<file path="config.mk">
export PLATFORM = sky130hd
export DESIGN_NAME = apb_vgachargen_regif
export DESIGN_NICKNAME = d
export VERILOG_FILES = /design/src/rtl/vgachargen_pkg.sv /design/src/rtl/apb_vgachargen_regif.sv
export SDC_FILE = /design/constraint.sdc
export NUM_CORES = 1
export LEC_CHECK = 0
export ABC_AREA = 0
export BUFFER_PORTS_ARGS = -buffer_cell sky130_fd_sc_hd__buf_2
export CORE_ASPECT_RATIO = 1.4
export CORE_MARGIN = 2
export CORE_UTILIZATION = 35
export DETAILED_ROUTE_END_ITERATION = 12
export PLACE_DENSITY = 0.7
export SYNTH_ARGS = -nofsm -noshare
export SYNTH_HDL_FRONTEND = slang
export SYNTH_SLANG_ARGS = --single-unit
</file>
<file path="constraint.sdc">
create_clock -name clk -period 3.86 [get_ports clk]
set_input_delay 1.158 -clock clk [delete_from_list [all_inputs] [get_ports clk]]
set_output_delay 1.158 -clock clk [all_outputs]
set_load 0.02 [all_outputs]
</file>
<file path="src/rtl/vgachargen_pkg.sv">
// vgachargen_pkg: shared map geometry, region/state encodings and APB address decode.
package vgachargen_pkg;
    localparam int MAP_COLS = 80;
    localparam int MAP_ROWS = 30;
    localparam int MAP_DEPTH = MAP_COLS * MAP_ROWS;
    localparam int MAP_ADDR_W = $clog2(MAP_DEPTH);
    localparam logic [31:0] ID_VALUE = 32'h5647_4331;

    typedef enum logic [1:0] {CH_MAP, COL_MAP, ID_REG, ILLEGAL} region_e;
    typedef enum logic [1:0] {IDLE, ACCESS, RD_DATA} state_e;

    typedef struct packed {
        region_e region;
        logic    err;
    } dec_t;

    // Index is the word offset within the 16 KiB region selected by a[15:14].
    function automatic dec_t decode(input logic [15:0] a, input logic wr, input int unsigned depth);
        dec_t d;
        logic [11:0] idx;
        idx = a[13:2];
        d.region = region_e'(a[15:14]);
        d.err = (a[1:0] != 2'b00) || (d.region == ILLEGAL) ||
                (d.region == ID_REG && (idx != 12'd0 || wr)) ||
                ((d.region == CH_MAP || d.region == COL_MAP) && 32'(idx) >= depth);
        return d;
    endfunction
endpackage

</file>
<file path="src/rtl/apb_vgachargen_regif.sv">
// apb_vgachargen_regif: APB3 slave giving CPU access to the text-mode character and colour maps.
module apb_vgachargen_regif #(
    parameter int          APB_ADDR_W = 32,
    parameter int          MAP_DEPTH  = vgachargen_pkg::MAP_DEPTH,
    parameter logic [31:0] ID_VALUE   = vgachargen_pkg::ID_VALUE
) (
    input  logic                         clk,
    input  logic                         rst,
    input  logic                         psel_i,
    input  logic                         penable_i,
    input  logic                         pwrite_i,
    input  logic [APB_ADDR_W-1:0]        paddr_i,
    input  logic [31:0]                  pwdata_i,
    output logic [31:0]                  prdata_o,
    output logic                         pready_o,
    output logic                         pslverr_o,
    output logic [$clog2(MAP_DEPTH)-1:0] ch_map_addr_o,
    output logic [7:0]                   ch_map_data_o,
    output logic                         ch_map_wen_o,
    input  logic [7:0]                   ch_map_data_i,
    output logic [$clog2(MAP_DEPTH)-1:0] col_map_addr_o,
    output logic [7:0]                   col_map_data_o,
    output logic                         col_map_wen_o,
    input  logic [7:0]                   col_map_data_i
);
    import vgachargen_pkg::*;

    localparam int AW = $clog2(MAP_DEPTH);

    state_e      state_q, state_d;
    logic        pready_q, pready_d, pslverr_q, pslverr_d;
    logic        rd_q, rd_d, col_q, col_d;
    logic [31:0] prdata_q, prdata_d;
    logic [AW-1:0] ch_addr_q, ch_addr_d, col_addr_q, col_addr_d;
    logic [7:0]  ch_data_q, ch_data_d, col_data_q, col_data_d;
    logic        ch_wen_q, ch_wen_d, col_wen_q, col_wen_d;
    dec_t        dec;
    logic [11:0] idx;
    logic        setup, map_ok;
    logic        unused_bits;

    assign unused_bits = ^{paddr_i[APB_ADDR_W-1:16], pwdata_i[31:8]};

    always_comb begin
        dec        = decode(paddr_i[15:0], pwrite_i, MAP_DEPTH);
        idx        = paddr_i[13:2];
        setup      = psel_i && !penable_i;
        map_ok     = !dec.err && (dec.region == CH_MAP || dec.region == COL_MAP);
        state_d    = state_q;
        pready_d   = 1'b0;
        pslverr_d  = 1'b0;
        prdata_d   = 32'd0;
        rd_d       = rd_q;
        col_d      = col_q;
        ch_addr_d  = ch_addr_q;
        ch_data_d  = ch_data_q;
        col_addr_d = col_addr_q;
        col_data_d = col_data_q;
        ch_wen_d   = 1'b0;
        col_wen_d  = 1'b0;
        case (state_q)
            IDLE: if (setup) begin
                state_d   = ACCESS;
                pready_d  = dec.err || pwrite_i || dec.region == ID_REG;
                pslverr_d = dec.err;
                prdata_d  = (!dec.err && !pwrite_i && dec.region == ID_REG) ? ID_VALUE : 32'd0;
                rd_d      = map_ok && !pwrite_i;
                col_d     = dec.region == COL_MAP;
                if (map_ok && dec.region == CH_MAP) begin
                    ch_addr_d = idx[AW-1:0];
                    ch_data_d = pwrite_i ? pwdata_i[7:0] : ch_data_q;
                    ch_wen_d  = pwrite_i;
                end
                if (map_ok && dec.region == COL_MAP) begin
                    col_addr_d = idx[AW-1:0];
                    col_data_d = pwrite_i ? pwdata_i[7:0] : col_data_q;
                    col_wen_d  = pwrite_i;
                end
            end
            // Only a still-selected map read waits for the BRAM; everything else is done.
            ACCESS: begin
                state_d  = (psel_i && rd_q) ? RD_DATA : IDLE;
                pready_d = psel_i && rd_q;
            end
            default: state_d = IDLE;
        endcase
    end

    always_ff @(posedge clk) begin
        if (rst) begin
            state_q    <= IDLE;
            pready_q   <= 1'b0;
            pslverr_q  <= 1'b0;
            prdata_q   <= 32'd0;
            rd_q       <= 1'b0;
            col_q      <= 1'b0;
            ch_addr_q  <= '0;
            ch_data_q  <= 8'd0;
            col_addr_q <= '0;
            col_data_q <= 8'd0;
            ch_wen_q   <= 1'b0;
            col_wen_q  <= 1'b0;
        end else begin
            state_q    <= state_d;
            pready_q   <= pready_d;
            pslverr_q  <= pslverr_d;
            prdata_q   <= prdata_d;
            rd_q       <= rd_d;
            col_q      <= col_d;
            ch_addr_q  <= ch_addr_d;
            ch_data_q  <= ch_data_d;
            col_addr_q <= col_addr_d;
            col_data_q <= col_data_d;
            ch_wen_q   <= ch_wen_d;
            col_wen_q  <= col_wen_d;
        end
    end

    // BRAM output is already registered, so it is muxed straight onto the bus in RD_DATA.
    assign prdata_o       = (state_q == RD_DATA) ? {24'd0, col_q ? col_map_data_i : ch_map_data_i} : prdata_q;
    assign pready_o       = pready_q;
    assign pslverr_o      = pslverr_q;
    assign ch_map_addr_o  = ch_addr_q;
    assign ch_map_data_o  = ch_data_q;
    assign ch_map_wen_o   = ch_wen_q;
    assign col_map_addr_o = col_addr_q;
    assign col_map_data_o = col_data_q;
    assign col_map_wen_o  = col_wen_q;
endmodule

</file>
---- Yosys cells after proc, flatten, opt, wreduce, memory -nomap -nowiden ----
Index checks and enable logic that the tools add are counted.
storage, ports and cells
  memories ................................ 0
  input port bits ......................... 85
  bits in latches ......................... 0
  RAM bits ................................ 0
  register bits ........................... 80
  bits in read-only memories .............. 0
  output and inout port bits .............. 76
operators by class
  $mul .................................... 0
  magnitude comparators ................... 1
  shifts and indexed selects .............. 0
  bitwise operators ....................... 4
  divide/modulo/power cells ............... 0
  equal/unequal tests ..................... 6
  muxes and demuxes ....................... 8
  reduce and logical (&&, ||, !) cells .... 32
  $add $sub $neg .......................... 0
operators with widths
  operator                                                    number
  2-to-1 mux 32 bit                                           1
  2-to-1 mux 31 bit                                           1
  greater-or-equal comparator 12 bit (second input constant)  1
  nonzero test 12 bit                                         1
  logical AND 1 bit                                           10
  2-to-1 mux 8 bit                                            1
  AND reduction 4 bit                                         2
  OR reduction 4 bit                                          2
  logical OR 1 bit                                            7
  == test 2 bit (second input constant)                       3
  AND reduction 3 bit                                         2
  == test 2 x 1 -> 1 bit (second input constant)              2
  logical NOT 2 bit                                           2
  2-to-1 mux 2 bit                                            2
  NOT 1 bit                                                   4
  one-hot mux 2 bit (2 select lines)                          1
  logical NOT 1 bit                                           3
  OR reduction 3 bit                                          1
  != test 2 bit (second input constant)                       1
  one-hot mux 1 bit (2 select lines)                          1
  AND reduction 2 bit                                         1
  nonzero test 2 bit                                          1
  2-to-1 mux 1 bit                                            1

---- Logic depth before layout (Yosys ltp) ----
Gate-level depths: netlist of the first run.
  depth in word-level cells ............... 10
  gate-level depth with buffers ........... 5
  mapped depth without buffers ............ 4

---- Least setup slack after synthesis of the first run ----
OpenSTA, ideal clock, no wires.
  path type ............................... input -> output
  start point ............................. input col_map_data_i[0]
  end point ............................... output prdata_o[0]
  required time ........................... 2.702 ns
  cell stages on the path ................. 2
  arrival ................................. 1.596 ns
  slack ................................... 1.106 ns
  cells stage by stage .................... mux2i_1 -> a21oi_1
between the ends
  word-level cells in the longest chain between the ends .. 2
ends and longest elaborated chain
  item               RTL line                     text
  from (decl)        apb_vgachargen_regif.sv:24   input logic [7:0] col_map_data_i
  2-to-1 mux 8 bit   apb_vgachargen_regif.sv:120  assign prdata_o = (state_q == RD_DATA) ? {24'd0, col_q ? col_map_data_i : ch_map_data_i} : prdata_q;
  2-to-1 mux 32 bit  apb_vgachargen_regif.sv:120
  to (decl)          apb_vgachargen_regif.sv:14   output logic [31:0] prdata_o,
Every way passes these cells.

---- Worst setup path after layout of the first run ----
Ends and elaborated chain as after synthesis.

==> results of run 1 <==
cell usage in the layout, fill, tap and decap left out, types with 4 or more instances in the layout:
master    count
conb_1       13
nand3_1      41
mux2i_1       8
dfxtp_1      49
clkbuf_8      5
nand2_1       4
nor2_1        8
nor4_1        6
o21ai_0      41
a21oi_1      46
buf_2       107
power breakdown:
part / switching, mW / internal, mW
sequential: 0.00253 / 0.508
clock: 0.179 / 0.194
combinational: 0.0627 / 0.0291
per-layer routing:
layer	GRT usage (%)	up-vias	share of wire [%]
met5	0	-	0
met1	19.3	1066	41
met3	4.19	7	8.7
li1	-	1104	-
met4	3.34	0	0.92
met2	29.8	96	50
worst max-delay path, cell delays in order:
cell and delay (ns):
buf_2 0.08, mux2i_1 0.06, a21oi_1 0.16, buf_2 0.18
registers in the layout (all words and copies together), names as in the netlist:
signal / flops
ch_map_wen_o: 1
rd_q: 1
col_map_wen_o: 1
col_q: 1
state_q: 2
pslverr_o: 1
col_map_data_o: 8
pready_o: 1
ch_map_addr_o: 12
ch_map_data_o: 8
col_map_addr_o: 12
prdata_q: 1
final cells by class:
class	count	share of cell area [%]
Clock inverter	3	1.66
Inverter	3	0.405
Tap cell	72	3.24
Clock buffer	5	2.47
Multi-Input combinational cell	189	37.2
Timing Repair Buffer	109	19.8
Sequential cell	49	35.3
kinds of logic (layout without fill, tap and decap cells):
family | count (synthesis) | count (layout) | synth area share (%)
other | 1 | 13 | 0.166
AND/OR/NAND/NOR | 75 | 75 | 18.3
flip-flops | 49 | 49 | 43.4
buffers and inverters | 47 | 120 | 13.0
AO/OA/AOI/OAI | 93 | 93 | 21.6
multiplexers | 8 | 8 | 3.55
how the worst min path moves through the flow:
stage                                   startpoint                              to  slack [ns]  cells past startpoint
detailed placement   ch_map_data_o[5]$_SDFFE_PP0P_   ch_map_data_o[5]$_SDFFE_PP0P_        0.46                      2
global route        col_map_addr_o[7]$_SDFFE_PP0P_  col_map_addr_o[7]$_SDFFE_PP0P_        0.50                      2
finish               ch_map_addr_o[7]$_SDFFE_PP0P_   ch_map_addr_o[7]$_SDFFE_PP0P_        0.47                      2
global placement    ch_map_addr_o[10]$_SDFFE_PP0P_  ch_map_addr_o[10]$_SDFFE_PP0P_        0.46                      2
floorplan                        rd_q$_SDFFE_PP0P_               rd_q$_SDFFE_PP0P_        0.46                      2
CTS                  ch_map_data_o[5]$_SDFFE_PP0P_   ch_map_data_o[5]$_SDFFE_PP0P_        0.47                      2
==> results.md, run 1 <==
- Hold slack: 0.472 ns
- Wire per inst: approximately 14 um
- Synth warn: 0
- Drt pass-1 iters: 4
- # H-tree levels: 2
- DP HPWL: between 4000 and 5000 um
- Initial antenna violation count: 0
- DR vias: 2273
- Rel. slew slack: 44.1%
- Global router's overall resource usage: between 15 and 20%
- Critical path capture point type: primary output
- Vias/cell: 5.29
- Tmin final: ~2.8 ns
- Clk slew on worst S/H paths: roughly 0.1 ns
- Crit path capture: prdata_o[0]
- Worst skew pair latency: 0.30 ns
- Core area: a little over 0.006 mm^2
- Final instance area: 0.00278 mm^2
- Flops & latches, synth: 49
- Flop2flop setup slack: around 1.8 ns
- # port buffers: 107
- Power per Cell Area: ~350 mW/mm^2
- Final Hold Fails: 0
- # rows: 34
- Startpoint types: primary input
- Placed cell count: approximately 420
- Initial Util: 36.4%
- Critical path class: primary input to primary output
- Clock Path Buffers: 2
- Most numerous cell in the Yosys netlist: dfxtp_1
- # hold bufs at CTS: 0
- Peak supply drop: between 200 and 250 uV
- Global route overflow: 0
- Die area: around 0.007 mm^2
- FF+latch area: 981 um^2
- Worst slack, placed: 0.808 ns
- Cells on worst reg2reg path: 5
- Number of setup buffers added after CTS: 0
- Synth Instances: 273
- Main synth FF type: dfxtp_1
- Ys async rst share: 0%
- Fillers: 645
- Max Cap Violations: 0
- Synth Area per Inst: ~8.3 um^2
- Endpoints failing setup: 0
- Crit path from: col_map_data_i[0]
- Number of clock sinks: approximately 50
- PostCTS Resize Cnt: 0
- Global-route wire length before repair: about 9500 um
- DRC: 0
- Crit path DAT: 1.63 ns
- Top cells by count, synth: dfxtp_1 (49), a21oi_1 (46), nand3_1 (41), o21ai_0 (41), buf_4 (24)
- Clock skew: 0.00883 ns
- I/O pin count: 161
- Max Clk Rate: 358 MHz
- Post-synthesis cell area: 0.00226 mm^2
- Leak pwr: between 1 and 1.5 nW
- Die Wd: 71.9 um
- Post-layout util: between 40 and 50%
- Total wire length: 6090 um
- Final period util: 72.3%
- Num CTS Buffers: 5
- Reg2reg start: state_q[0]$_SDFFE_PP0P_
- Final Net Count: 442
- WP data required: 2.70 ns
- Largest net degree at the start of global routing: 47
- Area leader, netlist: dfxtp_1
- Worst hold path class: flip-flop to flip-flop
- Distinct cells, synth: 32
- Crit-path max FO: 1
- GP Congestion: 0.716
- Final Slew Violations: 0
- Syn-to-layout area delta: 23.2%
- Vias in the first global route: 2038
- Multi-input logic area: 0.00103 mm^2
- DRT iter0 DRCs: 164
- Worst Tran Pin Value: 0.839 ns
- CTS tree: yes
- Placed Area: ~0.0027 mm^2
- End of the worst register-to-register path: ch_map_data_o[2]$_SDFFE_PP0P_
- Share of the synthesized area in the top cell type: between 40% and 50%
- Diodes inserted: 0
- Non-Filler Instances: 430
- Top cells by area, synth: dfxtp_1 (43%), a21oi_1 (10%), nand3_1 (9.1%), o21ai_0 (9.1%), buf_4 (8.0%)
- Tot Pwr: ~980 uW
- Die Y: 99.0 um
- Worst setup margin: about 1.1 ns
- Final setup TNS: 0 ns
- Sequential-to-total area share from yosys stat: 43.4%
- RSZ-0062 raised after global routing: no
- Status: finished clean
- Proportion of layout cells with a drive suffix above 1: 33.8%
- Post-synth EDFFs: 0
- Final ANT Viol Nets: 0
- CTS root buf: clkbuf_8
No activity file was read; power rests on OpenSTA's default activity.
==> inputs of run 2 (changes only) <==
--- a/config.mk
+++ b/config.mk
@@ -5,13 +5,13 @@
 export SDC_FILE = /design/constraint.sdc
 export NUM_CORES = 1
 export LEC_CHECK = 0
-export ABC_AREA = 0
+export ABC_AREA = 1
 export BUFFER_PORTS_ARGS = -buffer_cell sky130_fd_sc_hd__buf_2
 export CORE_ASPECT_RATIO = 1.4
 export CORE_MARGIN = 2
 export CORE_UTILIZATION = 35
 export DETAILED_ROUTE_END_ITERATION = 12
-export PLACE_DENSITY = 0.7
+export PLACE_DENSITY = 0.69
 export SYNTH_ARGS = -nofsm -noshare
 export SYNTH_HDL_FRONTEND = slang
 export SYNTH_SLANG_ARGS = --single-unit
==> constraint.sdc (replaced) <==
create_clock -name clk -period 2.8 [get_ports clk]
set_input_delay 0.84 -clock clk [delete_from_list [all_inputs] [get_ports clk]]
set_output_delay 0.84 -clock clk [all_outputs]
set_load 0.02 [all_outputs]
==> results.md, run 2 <==
- DP HPWL: 4390 um
- Synth Area in Compound Gates: 6.17%
- Status: finished clean
- Top cells by count, synth: nand2_1 (87), nor2_1 (69), dfxtp_1 (49)
- Die Wd: 73.3 um
- Distinct cells, synth: 26
- DRC: 0
- Flops & latches, synth: 49
- Reg2reg start: state_q[0]$_SDFFE_PP0P_
- CTS tree: yes
- Post-layout util: between 40 and 50%
- Synth warn: 0
- XOR/XNOR Fraction of Synth Area: 0%
- Initial Util: 36.0%
- Ys async rst share: 0%
- Commonest non-fill, non-tap cell in the layout: buf_2
- # H-tree levels: 2
- Final Hold Fails: 0
- Vias/cell: 4.49
- Peak supply drop: 223 uV
- Crit path from: state_q[1]$_SDFFE_PP0P_
- Crit. path cell count: 6
- Die area: 0.00740 mm^2
- Post-synthesis cell area: 0.00235 mm^2
- Top cells by area, synth: dfxtp_1 (42%), nand2_1 (14%), nor2_1 (11%), buf_4 (7.3%), inv_1 (6.4%)
- Clk slew on worst S/H paths: ~0.080 ns
- Critical path class: flip-flop to primary output
- Synth Area per Inst: slightly below 7 um^2
- RSZ-0062 raised after global routing: no
- Tmin final: 2.30 ns
- Worst skew pair latency: 0.30 ns
- Synth Instances: 344
- Share of the synthesized area in the top cell type: 41.7%
- GP Congestion: a little over 0.7
- Cells on worst reg2reg path: 6
- Total wire length: 5700 um
- Kind of cell adding the most delay to the critical path: buffers and inverters
- Largest net degree at the start of global routing: 31
- Flop2flop setup slack: 1.26 ns
- Power per Cell Area: around 440 mW/mm^2
- Tot Pwr: between 1 and 1.5 mW
- Final Slew Violations: 0
- I/O pin count: 161
- Largest family of logic cells by synthesized area: simple AND/OR/NAND/NOR gates
- Clock Path Buffers: 2
- Final setup TNS: 0 ns
- Simple-gate share of the synthesized area: 34.9%
- Slowest CP cell: dfxtp_1
- Clock skew: 0.00825 ns
- CTS root buf: clkbuf_8
- End of the worst register-to-register path: col_map_addr_o[0]$_SDFFE_PP0P_
- Hold slack: about 0.46 ns
- Core area: between 0.006 and 0.007 mm^2
- Crit path DAT: 1.46 ns
- WP data required: 1.96 ns
- Drt pass-1 iters: 4
- Crit-path max FO: 11
- Multiplexer share of the synthesized area: 0%
- PostCTS Resize Cnt: 0
- DR vias: 2286
- Sequential-to-total area share from yosys stat: 41.7%
- Critical path capture point type: primary output
- Endpoints failing setup: 0
- Worst Tran Pin Value: 0.963 ns
- Die Y: 101 um
- Crit path buffers/inverters: 4
- Diodes inserted: 0
- Number of setup buffers added after CTS: 0
- Leak pwr: 1.64 nW
- Worst hold path class: flip-flop to flip-flop
- Post-synth EDFFs: 0
- Vias in the first global route: 2176
- Crit path capture: prdata_o[9]
- Final Net Count: 520
- # port buffers: 107
- Critical Path Most Common Cell: inv_1
- Rel. slew slack: 35.8%
- Startpoint types: flip-flop
- Wire per inst: 11.2 um
- Num CTS Buffers: 5
- Proportion of layout cells with a drive suffix above 1: 28.7%
- Adder-cell share of the synthesized area: 0%
- Max Clk Rate: 434 MHz
- Most numerous cell in the Yosys netlist: nand2_1
- Final period util: approximately 80%
- Most frequent cells in the layout: buf_2 (107), nand2_1 (87), nor2_1 (69)
- # hold bufs at CTS: 0
- Critical-path cell list: inv_1, nor2_1, inv_1, nand2_1, inv_1, buf_2
- Syn-to-layout area delta: 22.2%
- Global router's overall resource usage: about 16%
- DRT iter0 DRCs: 70
- # rows: 35
- Main synth FF type: dfxtp_1
- Area leader, netlist: dfxtp_1
- Global route overflow: 0
- Initial antenna violation count: 0
- Global-route wire length before repair: 9480 um
- Final ANT Viol Nets: 0
- Max Cap Violations: 0
- Number of clock sinks: 49
- Worst path max stage delay: about 0.32 ns
==> run 2: cell types whose count changed after synthesis, sizes merged, moves of 2 or more <==
| cell | delta |
|---|---|
| a21oi | -27 |
| and2 | -2 |
| buf | +2 |
| clkbuf | -10 |
| inv | +38 |
| mux2i | -8 |
| nand2 | +86 |
| nand2b | -3 |
| nand3 | -20 |
| nor2 | +62 |
| nor3 | +2 |
| nor4 | -6 |
| o21ai | -34 |
==> run 2: per-layer routing <==
| layer | GRT usage (%) | wire (um) |
|---|---|---|
| met2 | 28.2 | 2780 |
| met5 | 0 | 0 |
| met1 | 17.4 | 2290 |
| met4 | 5.56 | 77 |
| met3 | 6.80 | 557 |
==> run 2: stage by stage <==
step / cell area [um^2] / worst slack, ns / cells
floorplan: 2400 / 0.580 / 356
global placement: 2790 / 0.588 / 502
detailed placement: 2790 / 0.524 / 502
CTS: 2880 / 0.499 / 509
global route: 2880 / 0.304 / 509
finish: 2880 / 0.498 / 509
==> run 2: area by class of cell <==
class | count | area (um^2)
repair buffers | 108 | 543
inverters | 42 | 158
flip-flops and latches | 49 | 981
clock buffers | 7 | 86.3
fillers | 689 | 3650
well taps | 74 | 92.6
multi-input cells | 229 | 1010
==> run 2: power by group <==
part / internal, mW / total (mW) / switching, mW
clock network: 0.196 / 0.415 / 0.219
registers: 0.704 / 0.709 / 0.00426
logic: 0.0410 / 0.130 / 0.0894
total: 0.942 / 1.25 / 0.313
==> run 2: how the worst min path moves through the flow <==
| stage | startpoint | cells after the start | to | slack (ns) |
|---|---|---|---|---|
| after floorplan | rd_q$_SDFFE_PP0P_ | 2 | state_q[1]$_SDFFE_PP0P_ | 0.47 |
| after global placement | col_map_addr_o[2]$_SDFFE_PP0P_ | 2 | col_map_addr_o[2]$_SDFFE_PP0P_ | 0.45 |
| after detailed placement | col_map_addr_o[11]$_SDFFE_PP0P_ | 2 | col_map_addr_o[11]$_SDFFE_PP0P_ | 0.45 |
| after CTS | col_map_addr_o[11]$_SDFFE_PP0P_ | 2 | col_map_addr_o[11]$_SDFFE_PP0P_ | 0.46 |
| after global routing | col_map_addr_o[2]$_SDFFE_PP0P_ | 2 | col_map_addr_o[2]$_SDFFE_PP0P_ | 0.48 |
| final | col_map_addr_o[1]$_SDFFE_PP0P_ | 2 | col_map_addr_o[1]$_SDFFE_PP0P_ | 0.46 |
==> run 2: tightest hold or removal path, cell delays in order, from the launching register on <==
cell	delay [ns]
dfxtp_1	0.31
nand2_1	0.06
a21oi_1	0.05
==> run 2: cell families after synthesis <==
kind of cell | Yosys count
and+or+nand+nor | 188
buffers and inverters | 78
DFF | 49
AOI/OAI and AO/OA | 28
other | 1
==> inputs of run 3 (changes only) <==
--- a/config.mk
+++ b/config.mk
@@ -5,13 +5,13 @@
 export SDC_FILE = /design/constraint.sdc
 export NUM_CORES = 1
 export LEC_CHECK = 0
-export ABC_AREA = 1
+export ABC_AREA = 0
 export BUFFER_PORTS_ARGS = -buffer_cell sky130_fd_sc_hd__buf_2
 export CORE_ASPECT_RATIO = 1.4
 export CORE_MARGIN = 2
 export CORE_UTILIZATION = 35
 export DETAILED_ROUTE_END_ITERATION = 12
-export PLACE_DENSITY = 0.69
+export PLACE_DENSITY = 0.7
 export SYNTH_ARGS = -nofsm -noshare
 export SYNTH_HDL_FRONTEND = slang
 export SYNTH_SLANG_ARGS = --single-unit
==> constraint.sdc (replaced) <==
create_clock -name clk -period 2.2 [get_ports clk]
set_input_delay 0.66 -clock clk [delete_from_list [all_inputs] [get_ports clk]]
set_output_delay 0.66 -clock clk [all_outputs]
set_load 0.02 [all_outputs]
==> results.md, run 3 (synthesized netlist as in run 1, its figures left out) <==
- Power per Cell Area: 607 mW/mm^2
- Final period util: about 94%
- Most frequent cells in the layout: buf_2 (107), dfxtp_1 (49), a21oi_1 (46)
- Wire per inst: 13.9 um
- Part of the power in registers: 51.7%
- Clock Path Buffers: 2
- Tmin final: 2.06 ns
- Slowest CP cell: dfxtp_1
- Tot Pwr: 1.73 mW
- Diodes inserted: 0
- Status: finished clean
- GP Congestion: approximately 0.75
- CTS root buf: clkbuf_8
- Syn-to-layout area delta: 26.5%
- Final Slew Violations: 0
- Total wire length: 6080 um
- Die area: 0.00712 mm^2
- Crit path DAT: 1.40 ns
- Max Cap Violations: 0
- # hold bufs at CTS: 0
- Kind of cell adding the most delay to the critical path: flip-flops
- Num CTS Buffers: 5
- Die Wd: a little over 70 um
- Vias in the first global route: 2095
- Final setup TNS: 0 ns
- Clk slew on worst S/H paths: roughly 0.09 ns
- # rows: 34
- WP data required: 1.54 ns
- Endpoints failing setup: 0
- Core area: 0.00621 mm^2
- Critical path capture point type: primary output
- Switching Share: 23.9%
- DR vias: ~2300
- Commonest non-fill, non-tap cell in the layout: buf_2
- Logic pwr share: 9.7%
- Global-route wire length before repair: 9780 um
- # port buffers: between 100 and 150
- Final Hold Fails: 0
- Max Clk Rate: 485 MHz
- Fillers: 640
- Largest net degree at the start of global routing: 41
- Global route overflow: 0
- Final ANT Viol Nets: 0
- Worst hold path class: flip-flop to flip-flop
- I/O pin count: 161
- Critical path class: flip-flop to primary output
- Clock skew: between 0.005 and 0.006 ns
- Number of clock sinks: 49
- Die Y: 99.0 um
- Global router's overall resource usage: about 17%
- Post-layout util: 46.0%
- Peak supply drop: 301 uV
- Worst skew pair latency: 0.30 ns
- RSZ-0062 raised after global routing: no
- Critical-path cell list: mux2i_1, a21oi_1, buf_2
- # H-tree levels: 2
- Worst path max stage delay: 0.61 ns
- Proportion of layout cells with a drive suffix above 1: 35.6%
- DRC: 0
- DRT iter0 DRCs: approximately 140
- Drt pass-1 iters: 4
- CTS tree: yes
- Internal: 1.32 mW
- Startpoint types: flip-flop
- DP HPWL: 4520 um
- Crit-path max FO: 9
- Vias/cell: 5.17
- Initial Util: a little over a third
- Clk pwr share: 38.6%
- Final Net Count: 449
- Crit path buffers/inverters: 1
- Initial antenna violation count: 0
- P_sw: 415 uW
- Leak pwr: ~1.3 nW
run 3: cell types whose count changed in the layout (fill, tap and decap cells not counted), sizes merged, moves of 3 or more:
cell	change
nor4	+6
buf	+8
nand2	-86
mux2i	+8
o21ai	+34
nor2	-62
nand2b	+3
inv	-38
a21oi	+27
nand3	+20
run 3: cell type report:
cell class	count	area [um^2]	area share (%)
sequential	49	981	34.3
timing repair buffer	116	616	21.6
multi-input combinational	189	1040	36.4
inverter	3	11.3	0.394
tap	72	90.1	3.15
clock buffer	6	82.6	2.89
clock inverter	2	37.5	1.31
run 3: worst min-delay path: stages (launching register included):
cell,delay [ns]
dfxtp_1,0.31
o21ai_0,0.06
a21oi_1,0.06
run 3: layer usage:
metal	wire, um	track usage, %	part of all wire [%]
met4	110	6.24	1.8
met1	2360	19.7	39
met5	0	0	0
met3	548	4.19	9.0
met2	3060	30.6	50
run 3: final timing paths:
path	start	slack, ns	endpoint	cells after the start
setup / recovery	col_q$_SDFFE_PP0P_	0.14	prdata_o[5]	3
hold / removal	ch_map_data_o[5]$_SDFFE_PP0P_	0.47	ch_map_data_o[5]$_SDFFE_PP0P_	2
setup reg to reg	state_q[0]$_SDFFE_PP0P_	0.63	ch_map_addr_o[11]$_SDFFE_PP0P_	5
hold reg to reg	ch_map_data_o[5]$_SDFFE_PP0P_	0.47	ch_map_data_o[5]$_SDFFE_PP0P_	2
run 3: timing repair:
action | 4_1_cts | 5_1_grt
endpoints found under the setup margin | 11 | 11
buffers inserted | 0 | 0
resized for setup | 1 | 1
run 3: per-stage QoR:
stage | hold WS [ns] | cells | area [um^2] | worst slack, ns
floorplan | 0.460 | 285 | 2300 | 0.317
global placement | 0.457 | 429 | 2730 | 0.215
detailed placement | 0.464 | 429 | 2730 | 0.194
CTS | 0.474 | 437 | 2850 | 0.0798
global route | 0.503 | 437 | 2860 | 0.0304
finish | 0.472 | 437 | 2860 | 0.139
run 3: power groups by stage:
stage	logic [mW]	registers, mW	clock network, mW
2_1_floorplan	0.102	0.920	0
3_3_place_gp	0.166	0.917	0
3_5_place_dp	0.167	0.917	0
4_1_cts	0.168	0.896	0.688
5_1_grt	0.184	0.897	0.724
6_report	0.168	0.896	0.670
